<file path="config.mk">
export PLATFORM = sky130hd
export DESIGN_NAME = dcache_fill_controller
export DESIGN_NICKNAME = d
export VERILOG_FILES = /design/src/rtl/dcache_fill_controller_pkg.sv /design/src/rtl/dcache_fill_controller_cache_line_store.sv /design/src/rtl/dcache_fill_controller.sv
export SDC_FILE = /design/constraint.sdc
export NUM_CORES = 1
export LEC_CHECK = 0
export ABC_AREA = 1
export BUFFER_PORTS_ARGS = -buffer_cell sky130_fd_sc_hd__buf_2
export CAP_MARGIN = 40
export CORE_MARGIN = 2
export CORE_UTILIZATION = 45
export CTS_CLUSTER_DIAMETER = 100
export DETAILED_ROUTE_END_ITERATION = 8
export GPL_TIMING_DRIVEN = 1
export PLACE_DENSITY = 0.62
export SLEW_MARGIN = 20
export SYNTH_ARGS = -nofsm -noshare
export SYNTH_HDL_FRONTEND = slang
export SYNTH_HIERARCHICAL = 1
export SYNTH_SLANG_ARGS = --single-unit
export TNS_END_PERCENT = 5
</file>
<file path="constraint.sdc">
create_clock -name clock -period 3.1 [get_ports clock]
set_clock_uncertainty 0.1 [all_clocks]
set_input_delay 0.155 -clock clock [delete_from_list [all_inputs] [get_ports clock]]
set_output_delay 0.155 -clock clock [all_outputs]
set_load 0.005 [all_outputs]
</file>
<file path="src/rtl/dcache_fill_controller_pkg.sv">
// Shared definitions for the direct-mapped data cache fill controller:
// FSM state encoding, CPU address field layout and a block byte-select helper.
package dcache_fill_controller_pkg;

  localparam int TAG_W  = 3;
  localparam int IDX_W  = 3;
  localparam int OFF_W  = 2;
  localparam int ADDR_W = TAG_W + IDX_W + OFF_W;
  localparam int BLK_W  = 32;

  localparam int OFF_LSB = 0;
  localparam int IDX_LSB = OFF_W;
  localparam int TAG_LSB = OFF_W + IDX_W;

  typedef logic [1:0] state_t;

  localparam logic [1:0] ST_IDLE      = 2'd0;
  localparam logic [1:0] ST_WRITEBACK = 2'd1;
  localparam logic [1:0] ST_FETCH     = 2'd2;
  localparam logic [1:0] ST_UPDATE    = 2'd3;

  function automatic logic [7:0] block_byte(input logic [BLK_W-1:0] blk,
                                            input logic [OFF_W-1:0] off);
    return blk[{off, 3'b000} +: 8];
  endfunction

endpackage

</file>
<file path="src/rtl/dcache_fill_controller_cache_line_store.sv">
// Valid/dirty/tag/data arrays of the data cache. Valid and dirty clear
// asynchronously; one write port (byte store or whole-block fill), combinational read.
module cache_line_store
  import dcache_fill_controller_pkg::*;
#(
  parameter int NBLOCKS = 8,
  parameter int TAGW    = 3,
  parameter int IDXW    = 3
) (
  input  logic              clock,
  input  logic              reset,
  input  logic [IDXW-1:0]   idx,
  output logic              rd_valid,
  output logic              rd_dirty,
  output logic [TAGW-1:0]   rd_tag,
  output logic [BLK_W-1:0]  rd_data,
  input  logic              byte_we,
  input  logic [OFF_W-1:0]  byte_off,
  input  logic [7:0]        byte_data,
  input  logic              fill_we,
  input  logic [TAGW-1:0]   fill_tag,
  input  logic [BLK_W-1:0]  fill_data
);

  logic [NBLOCKS-1:0] valid_q, valid_d;
  logic [NBLOCKS-1:0] dirty_q, dirty_d;
  logic [TAGW-1:0]    tag_mem  [NBLOCKS];
  logic [BLK_W-1:0]   data_mem [NBLOCKS];

  // A fill always leaves the line clean; a store to a resident line marks it dirty.
  always_comb begin
    valid_d = valid_q;
    dirty_d = dirty_q;
    if (fill_we) begin
      valid_d[idx] = 1'b1;
      dirty_d[idx] = 1'b0;
    end else if (byte_we) begin
      dirty_d[idx] = 1'b1;
    end
  end

  always_ff @(posedge clock or negedge reset) begin
    if (!reset) begin
      valid_q <= '0;
      dirty_q <= '0;
    end else begin
      valid_q <= valid_d;
      dirty_q <= dirty_d;
    end
  end

  always_ff @(posedge clock) begin
    if (fill_we) begin
      tag_mem[idx]  <= fill_tag;
      data_mem[idx] <= fill_data;
    end else if (byte_we) begin
      data_mem[idx][{byte_off, 3'b000} +: 8] <= byte_data;
    end
  end

  assign rd_valid = valid_q[idx];
  assign rd_dirty = dirty_q[idx];
  assign rd_tag   = tag_mem[idx];
  assign rd_data  = data_mem[idx];

endmodule

</file>
<file path="src/rtl/dcache_fill_controller.sv">
// Write-back, write-allocate controller for the direct-mapped data cache:
// same-cycle hits, dirty-victim write-back, block fetch and line update.
module dcache_fill_controller
  import dcache_fill_controller_pkg::*;
#(
  parameter int NBLOCKS = 8,
  parameter int TAGW    = 3,
  localparam int IDXW   = $clog2(NBLOCKS),
  localparam int ADDRW  = TAGW + IDXW + OFF_W
) (
  input  logic                 clock,
  input  logic                 reset,
  input  logic                 read,
  input  logic                 write,
  input  logic [ADDRW-1:0]     address,
  input  logic [7:0]           writedata,
  output logic [7:0]           readdata,
  output logic                 busywait,
  output logic                 mem_read,
  output logic                 mem_write,
  output logic [TAGW+IDXW-1:0] mem_address,
  output logic [BLK_W-1:0]     mem_writedata,
  input  logic [BLK_W-1:0]     mem_readdata,
  input  logic                 mem_busywait
);

  state_t state_q, state_d;

  logic [TAGW-1:0]  a_tag;
  logic [IDXW-1:0]  a_idx;
  logic [OFF_W-1:0] a_off;
  logic             rd_valid, rd_dirty;
  logic [TAGW-1:0]  rd_tag;
  logic [BLK_W-1:0] rd_data;
  logic             hit, req, byte_we, fill_we;

  assign a_tag = address[IDXW + OFF_W +: TAGW];
  assign a_idx = address[OFF_W +: IDXW];
  assign a_off = address[OFF_W-1:0];

  cache_line_store #(
    .NBLOCKS (NBLOCKS),
    .TAGW    (TAGW),
    .IDXW    (IDXW)
  ) u_store (
    .clock     (clock),
    .reset     (reset),
    .idx       (a_idx),
    .rd_valid  (rd_valid),
    .rd_dirty  (rd_dirty),
    .rd_tag    (rd_tag),
    .rd_data   (rd_data),
    .byte_we   (byte_we),
    .byte_off  (a_off),
    .byte_data (writedata),
    .fill_we   (fill_we),
    .fill_tag  (a_tag),
    .fill_data (mem_readdata)
  );

  assign hit = rd_valid && (rd_tag == a_tag);
  assign req = read || write;

  always_comb begin
    state_d = state_q;
    case (state_q)
      ST_IDLE: begin
        if (req && !hit) state_d = (rd_valid && rd_dirty) ? ST_WRITEBACK : ST_FETCH;
      end
      ST_WRITEBACK: if (!mem_busywait) state_d = ST_FETCH;
      ST_FETCH:     if (!mem_busywait) state_d = ST_UPDATE;
      default:      state_d = ST_IDLE;
    endcase
  end

  always_ff @(posedge clock or negedge reset) begin
    if (!reset) state_q <= ST_IDLE;
    else        state_q <= state_d;
  end

  // CPU-side outputs are masked by reset so a held request cannot stall or store during it.
  always_comb begin
    byte_we  = reset && (state_q == ST_IDLE) && write && hit;
    fill_we  = (state_q == ST_UPDATE);
    busywait = reset && ((state_q != ST_IDLE) || (req && !hit));
    readdata = '0;
    if (reset && (state_q == ST_IDLE) && read && !write && hit)
      readdata = block_byte(rd_data, a_off);
  end

  // Memory strobes decode only registered state, so they never glitch or overlap.
  always_comb begin
    mem_read      = (state_q == ST_FETCH);
    mem_write     = (state_q == ST_WRITEBACK);
    mem_address   = '0;
    mem_writedata = '0;
    if (state_q == ST_WRITEBACK) begin
      mem_address   = {rd_tag, a_idx};
      mem_writedata = rd_data;
    end else if (state_q == ST_FETCH) begin
      mem_address   = {a_tag, a_idx};
    end
  end

endmodule
</file>
Yosys cells after proc, flatten, opt, wreduce, memory -nomap -nowiden
Memories as Yosys holds them, arrays and structs flattened.
Index checks and enable logic that the tools add are counted.
{"block": "word_totals", "register_bits": 18, "mem_count": 2, "mem_bits_rw": 280, "elab_cells": 127, "out_inout_bits": 49, "inputBits": 53}
{"name": "u_store.data_mem", "depth": 8, "word_bits": 32, "rd": 1, "rd_clocked_by_memory_dff": 0, "write_ports": 1, "line": "dcache_fill_controller_cache_line_store.sv:28", "text": "logic [BLK_W-1:0] data_mem [NBLOCKS];"}
{"name": "u_store.tag_mem", "depth": 8, "word_bits": 3, "rd": 1, "rd_clocked_by_memory_dff": 0, "write_ports": 1, "line": "dcache_fill_controller_cache_line_store.sv:27", "text": "logic [TAGW-1:0] tag_mem [NBLOCKS];"}
{"block": "op_classes", "shifts": 3, "order_cmp": 2, "n_mux": 54, "add_sub_neg": 1, "n_bitwise": 36, "n_reduce_logical": 19, "eq_ne": 7}
{"cell": "2-to-1 mux 32 bit", "n": 2}
{"cell": "2-to-1 mux 1 bit", "n": 39}
{"cell": "OR 1 bit", "n": 32}
{"cell": "variable shift 8 x 7 -> 32 bit, first input constant", "n": 1}
{"cell": "indexed part select 32 x 6 -> 8 bit", "n": 1}
{"cell": "indexed part select 8 x 7 -> 32 bit", "n": 1}
{"cell": "2-to-1 mux 8 bit", "n": 3}
{"cell": "OR 8 bit", "n": 2}
{"cell": "2-to-1 mux 6 bit", "n": 2}
{"cell": "logical AND 1 bit", "n": 11}
{"cell": "AND 8 bit", "n": 1}
{"cell": "2-to-1 mux 2 bit", "n": 4}
{"cell": "inverter 8 bit", "n": 1}
{"cell": "negator 5 -> 7 bit", "n": 1}
{"cell": "binary-select mux 1 bit (select 3 bit)", "n": 2}
{"cell": "one-hot mux 2 bit (3 select lines)", "n": 1}
{"cell": "equality test 2 bit, second input constant", "n": 2}
{"cell": "< comparator 3 x 4 -> 1 bit, second input constant", "n": 1}
{"cell": "!= test 2 bit, second input constant", "n": 2}
{"cell": "nonzero test 2 bit", "n": 2}
{"cell": "demux 1 bit (select 3 bit)", "n": 1}
{"cell": "equality test 3 bit", "n": 1}
{"cell": "greater-or-equal comparator 3 x 1 -> 1 bit, second input constant", "n": 1}
{"cell": "AND reduction 3 bit", "n": 1}
{"cell": "other kinds (5)", "n": 7}

Longest topological paths before layout
Gate-level depths: netlist of run 1.
{"block": "depth", "depth_word": 8, "ltp_mapped": 21, "depth_no_buf": 19}

Cells and area by module
Netlist of run 1, hierarchy kept.
{"module": "cache_line_store", "seq_area_each_um2": 8808.4, "area_per_inst_um2": 13012.5, "cells_each": 1350, "instances": 1}
{"module": "dcache_fill_controller", "seq_area_each_um2": 50.0, "area_per_inst_um2": 910.9, "cells_each": 192, "instances": 1}

Worst setup path before layout of run 1
Ideal clock, no wire load.
{"block": "synth_path", "kind": "input to register", "start": "input port address[3]", "end": "memory u_store.data_mem[2][16] (enable)", "slack_ps": 128, "path_buffers": 2, "setup_ps": 370, "cell_stages": 17, "required_ps": 2630, "arrival_ps": 2502, "path_cell_list": "buf_4 inv_2 clkbuf_1 nand2_1 nand2_1 nand2_1 nand2_1 inv_2 nand2_1 nand2_1 nor2_2 nand2_2 nor3_1 nand2_2 nor2_2 nor2_1 nor2_1"}
{"block": "synth_between", "elab_chain_len": 8, "elab_cells_between_ends": 10, "cone_classes": "eq/ne: 1; mux: 5; bitwise: 1; reduce/logical: 2; memory: 1"}
{"element": "start, declared", "line": "dcache_fill_controller.sv:15", "text": "input logic [ADDRW-1:0] address,"}
{"element": "memory (8 x 3 bit)"}
{"element": "named net rd_tag[0]", "line": "dcache_fill_controller.sv:33", "text": "logic [TAGW-1:0] rd_tag;"}
{"element": "equality test 3 bit", "line": "dcache_fill_controller.sv:61", "text": "assign hit = rd_valid && (rd_tag == a_tag);"}
{"element": "logical AND 1 bit", "line": "dcache_fill_controller.sv:61"}
{"element": "logical AND 1 bit", "line": "dcache_fill_controller.sv:83", "text": "byte_we = reset && (state_q == ST_IDLE) && write && hit;"}
{"element": "named net byte_we", "line": "dcache_fill_controller.sv:35", "text": "logic hit, req, byte_we, fill_we;"}
{"element": "2-to-1 mux 1 bit", "line": "dcache_fill_controller_cache_line_store.sv:56", "text": "end else if (byte_we) begin"}
{"element": "2-to-1 mux 1 bit", "line": "dcache_fill_controller_cache_line_store.sv:53", "text": "if (fill_we) begin"}
{"element": "2-to-1 mux 32 bit (implied by the code)", "line": "dcache_fill_controller_cache_line_store.sv:57", "text": "data_mem[idx][{byte_off, 3'b000} +: 8] <= byte_data;"}
{"element": "OR 1 bit (no source line)"}
{"element": "end, declared", "line": "dcache_fill_controller_cache_line_store.sv:28"}
The timed path passes the listed nets, and every way through them passes these cells. The select of a mux whose other input is x is not followed.

Worst setup path after layout of run 1
{"block": "layout_path", "start": "input port address[2]", "end": "output port readdata[1]"}
{"block": "layout_between", "elab_cells_between_ends": 9, "cone_classes": "eq/ne: 1; shift: 1; mux: 3; reduce/logical: 2; memory: 2"}
{"element": "memory (8 x 32 bit)"}
{"element": "named net rd_data[1]", "line": "dcache_fill_controller.sv:34", "text": "logic [BLK_W-1:0] rd_data;"}
{"element": "indexed part select 32 x 6 -> 8 bit", "line": "dcache_fill_controller_pkg.sv:24", "text": "return blk[{off, 3'b000} +: 8];"}
{"element": "2-to-1 mux 8 bit", "line": "dcache_fill_controller.sv:87", "text": "if (reset && (state_q == ST_IDLE) && read && !write && hit)"}
{"element": "end, declared", "line": "dcache_fill_controller.sv:17", "text": "output logic [7:0] readdata,"}
The timed path passes the listed nets, and every way through them passes these cells. The select of a mux whose other input is x is not followed.

==> results of run 1 <==
-- metrics by stage --
stage | std cells | area (sq um)
floorplan | 1542 | 13900
global placement | 2037 | 15100
detailed placement | 2039 | 15100
CTS | 2113 | 16300
global route | 2114 | 16400
finish | 2114 | 16400
-- where the power goes --
| part | switching [W] | total (W) | internal [W] | leakage [nW] |
|---|---|---|---|---|
| sequential | 0.0000773 | 0.00470 | 0.00462 | 2.75 |
| combinational | 0.000998 | 0.00149 | 0.000490 | 4.29 |
| clock | 0.00147 | 0.00365 | 0.00218 | 0.491 |
-- state kept, by name, summed over array words and instances (netlist names), named ones only --
| signal | flops |
|---|---|
| u_store/data_mem | 256 |
| state_q | 2 |
| u_store/tag_mem | 24 |
| u_store/valid_q | 8 |
-- synth_stat cells --
library cell | count | area [sq um]
a21boi_0 | 1 | 7.51
a21oi_1 | 11 | 55.1
buf_1 | 7 | 26.3
buf_2 | 35 | 175
buf_4 | 5 | 37.5
buf_6 | 1 | 11.3
clkbuf_1 | 20 | 75.1
clkbuf_2 | 1 | 5.00
clkinv_1 | 1 | 3.75
dfrtp_1 | 18 | 450
edfxtp_1 | 280 | 8410
ha_1 | 10 | 125
inv_1 | 59 | 221
inv_2 | 7 | 26.3
nand2_1 | 892 | 3350
nand2_2 | 7 | 43.8
nand3_1 | 19 | 95.1
nand3_2 | 1 | 10.0
nand4_1 | 12 | 75.1
nor2_1 | 85 | 319
nor2_2 | 5 | 31.3
nor2_4 | 3 | 33.8
nor3_1 | 8 | 40.0
nor3_2 | 2 | 20.0
o21ai_0 | 35 | 175
o21ai_1 | 4 | 20.0
o21ai_2 | 1 | 8.76
o22ai_1 | 3 | 18.8
or2_1 | 3 | 18.8
or2_2 | 6 | 37.5
-- critical path: cells and delay by family --
| family | cells | cell delay (ns) |
|---|---|---|
| buffers and inverters | 5 | 1.27 |
| AND/OR/NAND/NOR | 8 | 0.62 |
| AO/OA/AOI/OAI | 2 | 0.42 |
-- how the worst max path moves through the flow --
stage	to	cells past startpoint	from
finish	readdata[1]	15	address[2]
global route	u_store/data_mem[5][12]	19	u_store/tag_mem[3][0]
CTS	readdata[1]	15	address[2]
detailed placement	u_store/data_mem[2][12]	21	address[2]
global placement	u_store/data_mem[4][22]	20	address[2]
floorplan	u_store/data_mem[2][16]	17	address[3]
-- metal layers --
layer / global-route usage / vias up / routed length, um
met5: 0 / - / 0
met4: 0.0748 / 0 / 1120
met3: 0.0255 / 59 / 2350
met2: 0.377 / 377 / 17900
met1: 0.343 / 5068 / 17400
li1: - / 5237 / -
-- cell families (layout without fill, tap and decap cells) --
| family | after synthesis | in the layout | share of synthesized area |
|---|---|---|---|
| and+or+nand+nor | 1043 | 1043 | 0.293 |
| DFF | 298 | 298 | 0.636 |
| buffers and inverters | 136 | 312 | 0.0418 |
| AOI/OAI and AO/OA | 55 | 55 | 0.0205 |
| adders and majority gates | 10 | 10 | 0.00899 |
-- cell usage in the layout, fill, tap and decap left out, drive strengths merged --
cell         Yosys  layout
a21boi           1       1
bufinv           0       3
edfxtp         280     280
dfrtp           18      18
o21ai           40      40
dlygate4sd3      0      20
clkbuf          21      43
inv             66      66
nor2            93      93
a21oi           11      11
o22ai            3       3
buf             48     171
ha              10      10
or2              9       9
nand4           12      12
clkinv           1       9
nor3            10      10
nand2          899     899
nand3           20      20
-- final cells by class --
type / count / area [sq um] / share of cell area
clock inverters: 11 / 129 / 0.00788
well taps: 396 / 495 / 0.0303
clock buffers: 43 / 871 / 0.0532
repair buffers: 191 / 1270 / 0.0777
multi-input cells: 1108 / 4490 / 0.274
flip-flops and latches: 298 / 8860 / 0.541
inverters: 67 / 254 / 0.0155
==> impl_results.md, run 1 <==
* Status: finished clean
* Nature of the critical path startpoint: input port
* CTS sink cnt at 298
* Rel. slew slack at 0.524
* Critical path endpoint category: output pin
* Final Core Density at 0.536
* Hold_ws at 0.0200 ns
* Fill count at 2,763
* Wirelength, routed at 38.7 mm
* Power Dens Cells at 602 nW/um^2
* Fmax at 364 MHz
* Crit Path Max Fanout at 43
* Data required, critical path at 2.84 ns
* Pwr Total at 0.00984 W
* Most used cell, CP: nand2_1
* CP max stage cell: buf_4
* # setup viols final at 0
* Postcts setup bufs at 0
* Worst-Skew Late Latency at 0.56 ns
* Crit path kind: in2out
* Cts repair resizes at 0
* Total track usage at 0.237
* Initial antenna violation count at 0
* Worst setup slack after layout at 0.351 ns
* Max VDD drop at 379 uV
* Antenna-violating nets left at 0
* Hold path depth at 3
* Final hold violations at 0
* Period utilization at 0.887
* Synth unique cells at 30
* Flops & latches, synth at 298
* Dpl hpwl at 25.5 mm
* Mapped Nets at 1,605
* Worst reg2reg setup slack at 0.40 ns
* Mean post-synth cell area at 9.03 sq um
* RSZ-0062 raised after global routing: false
* CTS root buffer: clkbuf_16
* Die ar. at 32,400 sq um
* Starting Density at 0.456
* Top-Level Pins at 102
* Residual DRC at 0
* Core area at 30,500 sq um
* Via count at 10,700
* Vias per cell at 5.08
* H-tree depth at 1
* CTS tree: yes
* DR pass1 iterations at 5
* CTS clk-pin slew, worst paths at 0.06 ns
* Port buffer count at 101
* Die Wd at 180 um
* Area Overhead vs Synth at 17.5%
* Vias in the first global route at 10,100
* Largest net degree at the start of global routing at 65
* Post-Syn Instances at 1,542
* Number of synthesis warnings at 6
* CP arrival at 2.49 ns
* Initial drt markers at 977
* Reg2reg start: u_store/tag_mem[1][1]
* Bufs on Longest Clock Path at 3
* DIE HEIGHT at 180 um
* Core Rows at 64
* Setup slack at placement at 0.194 ns
* Total CTS buffers at 30
* Routed wire length per instance at 18.3 um
* First-pass GRT wire length at 59.2 mm
* Hold endpoint: u_store/data_mem[6][9]
* Synth Cell Area at 13,900 sq um
* HP Class: in2reg
* Worst-case reg-to-reg path depth at 18
* Overflow after GRT at 0
* P_leak at 7.52 nW
* Crit-path max cell delay at 0.44 ns
* Antenna Cells at 0
* CP Cell Sequence: buf_4, inv_4, buf_4, buf_12, nand2_1, nand2_1, nand2_1, nand2_1, nand2_1, nand2_1, nor2_1, nor2_1, o21ai_0, a21oi_1, buf_2
* Seq/Total Area, Yosys at 0.636
* Max Cap Viol at 0
* Nets at 1,759
* R2R Path End: u_store/data_mem[5][12]
* Hold buffer count at CTS at 20
* Setup TNS at 0 ns
* Max Slew Vio Count at 0
* Least-Margin Pin Slew at 0.715 ns
* Final min period at 2.75 ns
* Share of cells above drive strength 1 at 0.144
* Hold path start: mem_readdata[9]
* GP Congestion at 0.936
Power figures use the tool's default switching activity.
==> inputs of run 2 (changes only) <==
CORE_MARGIN = 1.5   (was 2)
==> impl_results.md, run 2 (synthesized netlist as in run 1, its figures left out) <==
* Nets at 1,744 (was 1,759)
* Crit Path Max Fanout at 15 (was 43)
* Via count at 10,700 (about the same)
* Data required, critical path at 3.30 ns (was 2.84 ns)
* Area Overhead vs Synth at 16.2% (was 17.5%)
* Rel. slew slack at 0.516 (was 0.524)
* Port buffer count at 101 (unchanged)
* Wirelength, routed at 37.6 mm (was 38.7 mm)
* Power Dens Cells at 593 nW/um^2 (was 602 nW/um^2)
* Core area at 30,500 sq um (unchanged)
* Max VDD drop at 391 uV (was 379 uV)
* Crit path kind: reg2reg (was in2out)
* CTS clk-pin slew, worst paths at 0.06 ns (about the same)
* Fill count at 2,772 (was 2,763)
* Biggest regs: u_store/data_mem x256, u_store/tag_mem x24, u_store/valid_q x8 (unchanged)
* Most common cell after layout, fill and taps aside: nand2_1 (unchanged)
* CTS root buffer: clkbuf_16 (unchanged)
* Max Slew Vio Count at 0 (unchanged)
* Least-Margin Pin Slew at 0.720 ns (was 0.715 ns)
* Vias per cell at 5.10 (was 5.08)
* Overflow after GRT at 0 (unchanged)
* # setup viols final at 0 (unchanged)
* Worst-Skew Late Latency at 0.55 ns (was 0.56 ns)
* Final min period at 2.80 ns (was 2.75 ns)
* CP arrival at 3.01 ns (was 2.49 ns)
* Initial antenna violation count at 1 (was 0)
* Commonest non-fill, non-tap cells in the layout: 892 x nand2_1, 280 x edfxtp_1, 100 x buf_2, 85 x nor2_1 (was 892 x nand2_1, 280 x edfxtp_1, 100 x buf_2, 85 x nor2_1, 68 x buf_4)
* Sw Share at 0.264 (was 0.259)
* Die Wd at 179 um (was 180 um)
* Total CTS buffers at 30 (unchanged)
* Clock power share at 0.359 (was 0.371)
* RSZ-0062 raised after global routing: false (unchanged)
* Core Rows at 64 (unchanged)
* Pwr Total at 0.00959 W (was 0.00984 W)
* Bufs on Longest Clock Path at 3 (unchanged)
* Final hold violations at 5 (was 0)
* CTS tree: yes (unchanged)
* Hold path start: mem_readdata[16] (was mem_readdata[9])
* CTS sink cnt at 298 (unchanged)
* Total track usage at 0.241 (was 0.237)
* Routed wire length per instance at 17.9 um (was 18.3 um)
* Starting Density at 0.456 (unchanged)
* Residual DRC at 0 (unchanged)
* Setup TNS at 0 ns (unchanged)
* Max Cap Viol at 0 (unchanged)
* Dpl hpwl at 24.9 mm (was 25.5 mm)
* Nature of the critical path startpoint: flop (was input port)
* DIE HEIGHT at 179 um (was 180 um)
* Combinational power share at 0.151 (about the same)
* Die ar. at 32,000 sq um (was 32,400 sq um)
* Status: finished, violations left (was finished clean)
* Period utilization at 0.904 (was 0.887)
* Critical Path Source: u_store/tag_mem[6][0] (was address[2])
* Vias in the first global route at 10,200 (was 10,100)
* Critical path endpoint category: flop (was output pin)
* Hold_ws at -0.00170 ns (was 0.0200 ns)
* P_leak at 7.43 nW (was 7.52 nW)
* Initial drt markers at 961 (was 977)
* P_int at 0.00706 W (was 0.00730 W)
* Share of cells above drive strength 1 at 0.139 (was 0.144)
* Fmax at 357 MHz (was 364 MHz)
* First-pass GRT wire length at 57.6 mm (was 59.2 mm)
* DR pass1 iterations at 5 (unchanged)
* Largest register FFs at 256 (unchanged)
* Top-Level Pins at 102 (unchanged)
* Largest Register: u_store/data_mem (unchanged)
* Switch Pwr at 0.00253 W (was 0.00254 W)
* Antenna-violating nets left at 0 (unchanged)
* Antenna Cells at 0 (unchanged)
* Largest net degree at the start of global routing at 79 (was 65)
* Flop pwr share at 0.490 (was 0.478)
* Failing checks: hold timing
* GP Congestion at 0.859 (was 0.936)
* Reg2reg start: u_store/tag_mem[6][0] (was u_store/tag_mem[1][1])
* HP Class: in2reg (unchanged)
* H-tree depth at 1 (unchanged)
-- run 2: cell types whose count changed in the layout (fill, tap and decap cells not counted), sizes merged --
cell,before,now
buf,171,161
dlygate4sd3,20,14
clkbuf,43,47
bufinv,3,0
clkinv,9,10
inv,66,67
-- run 2: path summary, 6_finish.rpt --
kind / endpoint / slack (ns) / cells past startpoint
setup / recovery: u_store/data_mem[0][2] / 0.30 / 19
hold / removal: u_store/data_mem[4][16] / -0.002 / 3
setup reg to reg: u_store/data_mem[0][2] / 0.30 / 19
hold reg to reg: u_store/valid_q[7] / 0.37 / 1
max in group asynchronous: u_store/valid_q[7] / 2.68 / 3
min in group asynchronous: u_store/valid_q[5] / 0.02 / 3
-- run 2: metal layers --
| layer | wire, um | global-route usage | share of wire |
|---|---|---|---|
| met1 | 16300 | 0.331 | 0.43 |
| met2 | 17400 | 0.392 | 0.46 |
| met3 | 2550 | 0.0350 | 0.068 |
| met4 | 1300 | 0.0875 | 0.034 |
| met5 | 0 | 0 | 0 |
-- run 2: power groups by stage --
stage	logic, W	clock network (W)	registers, W
detailed placement	0.00143	0	0.00478
global route	0.00163	0.00362	0.00472
global placement	0.00141	0	0.00478
floorplan	0.000883	0	0.00476
CTS	0.00144	0.00348	0.00470
finish	0.00145	0.00344	0.00470
-- run 2: stage by stage --
step                std cells  worst slack (ns)   util  cell area (sq um)
floorplan                1542             0.128      -              13900
global placement         2028             0.273  0.493              15000
detailed placement       2029             0.168  0.494              15100
CTS                      2099             0.302  0.529              16100
global route             2101            0.0171  0.530              16200
finish                   2101             0.296  0.530              16200
-- run 2: worst max-delay path: stages, from the launching register on --
cell	delay, ns
edfxtp_1	0.38
nand2_1	0.08
nand2_1	0.05
nand2_1	0.05
nand2_1	0.05
nand2_1	0.05
nand2_1	0.09
inv_2	0.07
nand2_1	0.05
nand2_1	0.08
nor2_2	0.05
nand2_2	0.08
nor3_1	0.05
buf_4	0.15
nand2_2	0.09
buf_4	0.21
nor2_2	0.05
nor2_1	0.53
nor2_1	0.10
buf_4	0.20
-- run 2: timing repair --
item / in CTS / in global routing
hold buffers: 14 / 0
buffers inserted: 0 / 0
resized for setup: 0 / 0
endpoints found under the hold margin: 104 / 0
endpoints found under the setup margin: 0 / 0
-- run 2: final cells by class --
class / instances / area (sq um) / area share
multi-input combinational: 1108 / 4490 / 0.277
timing repair buffer: 176 / 1140 / 0.0707
sequential: 298 / 8860 / 0.547
tap: 396 / 495 / 0.0306
clock buffer: 46 / 893 / 0.0552
inverter: 67 / 254 / 0.0157
clock inverter: 10 / 51.3 / 0.00317
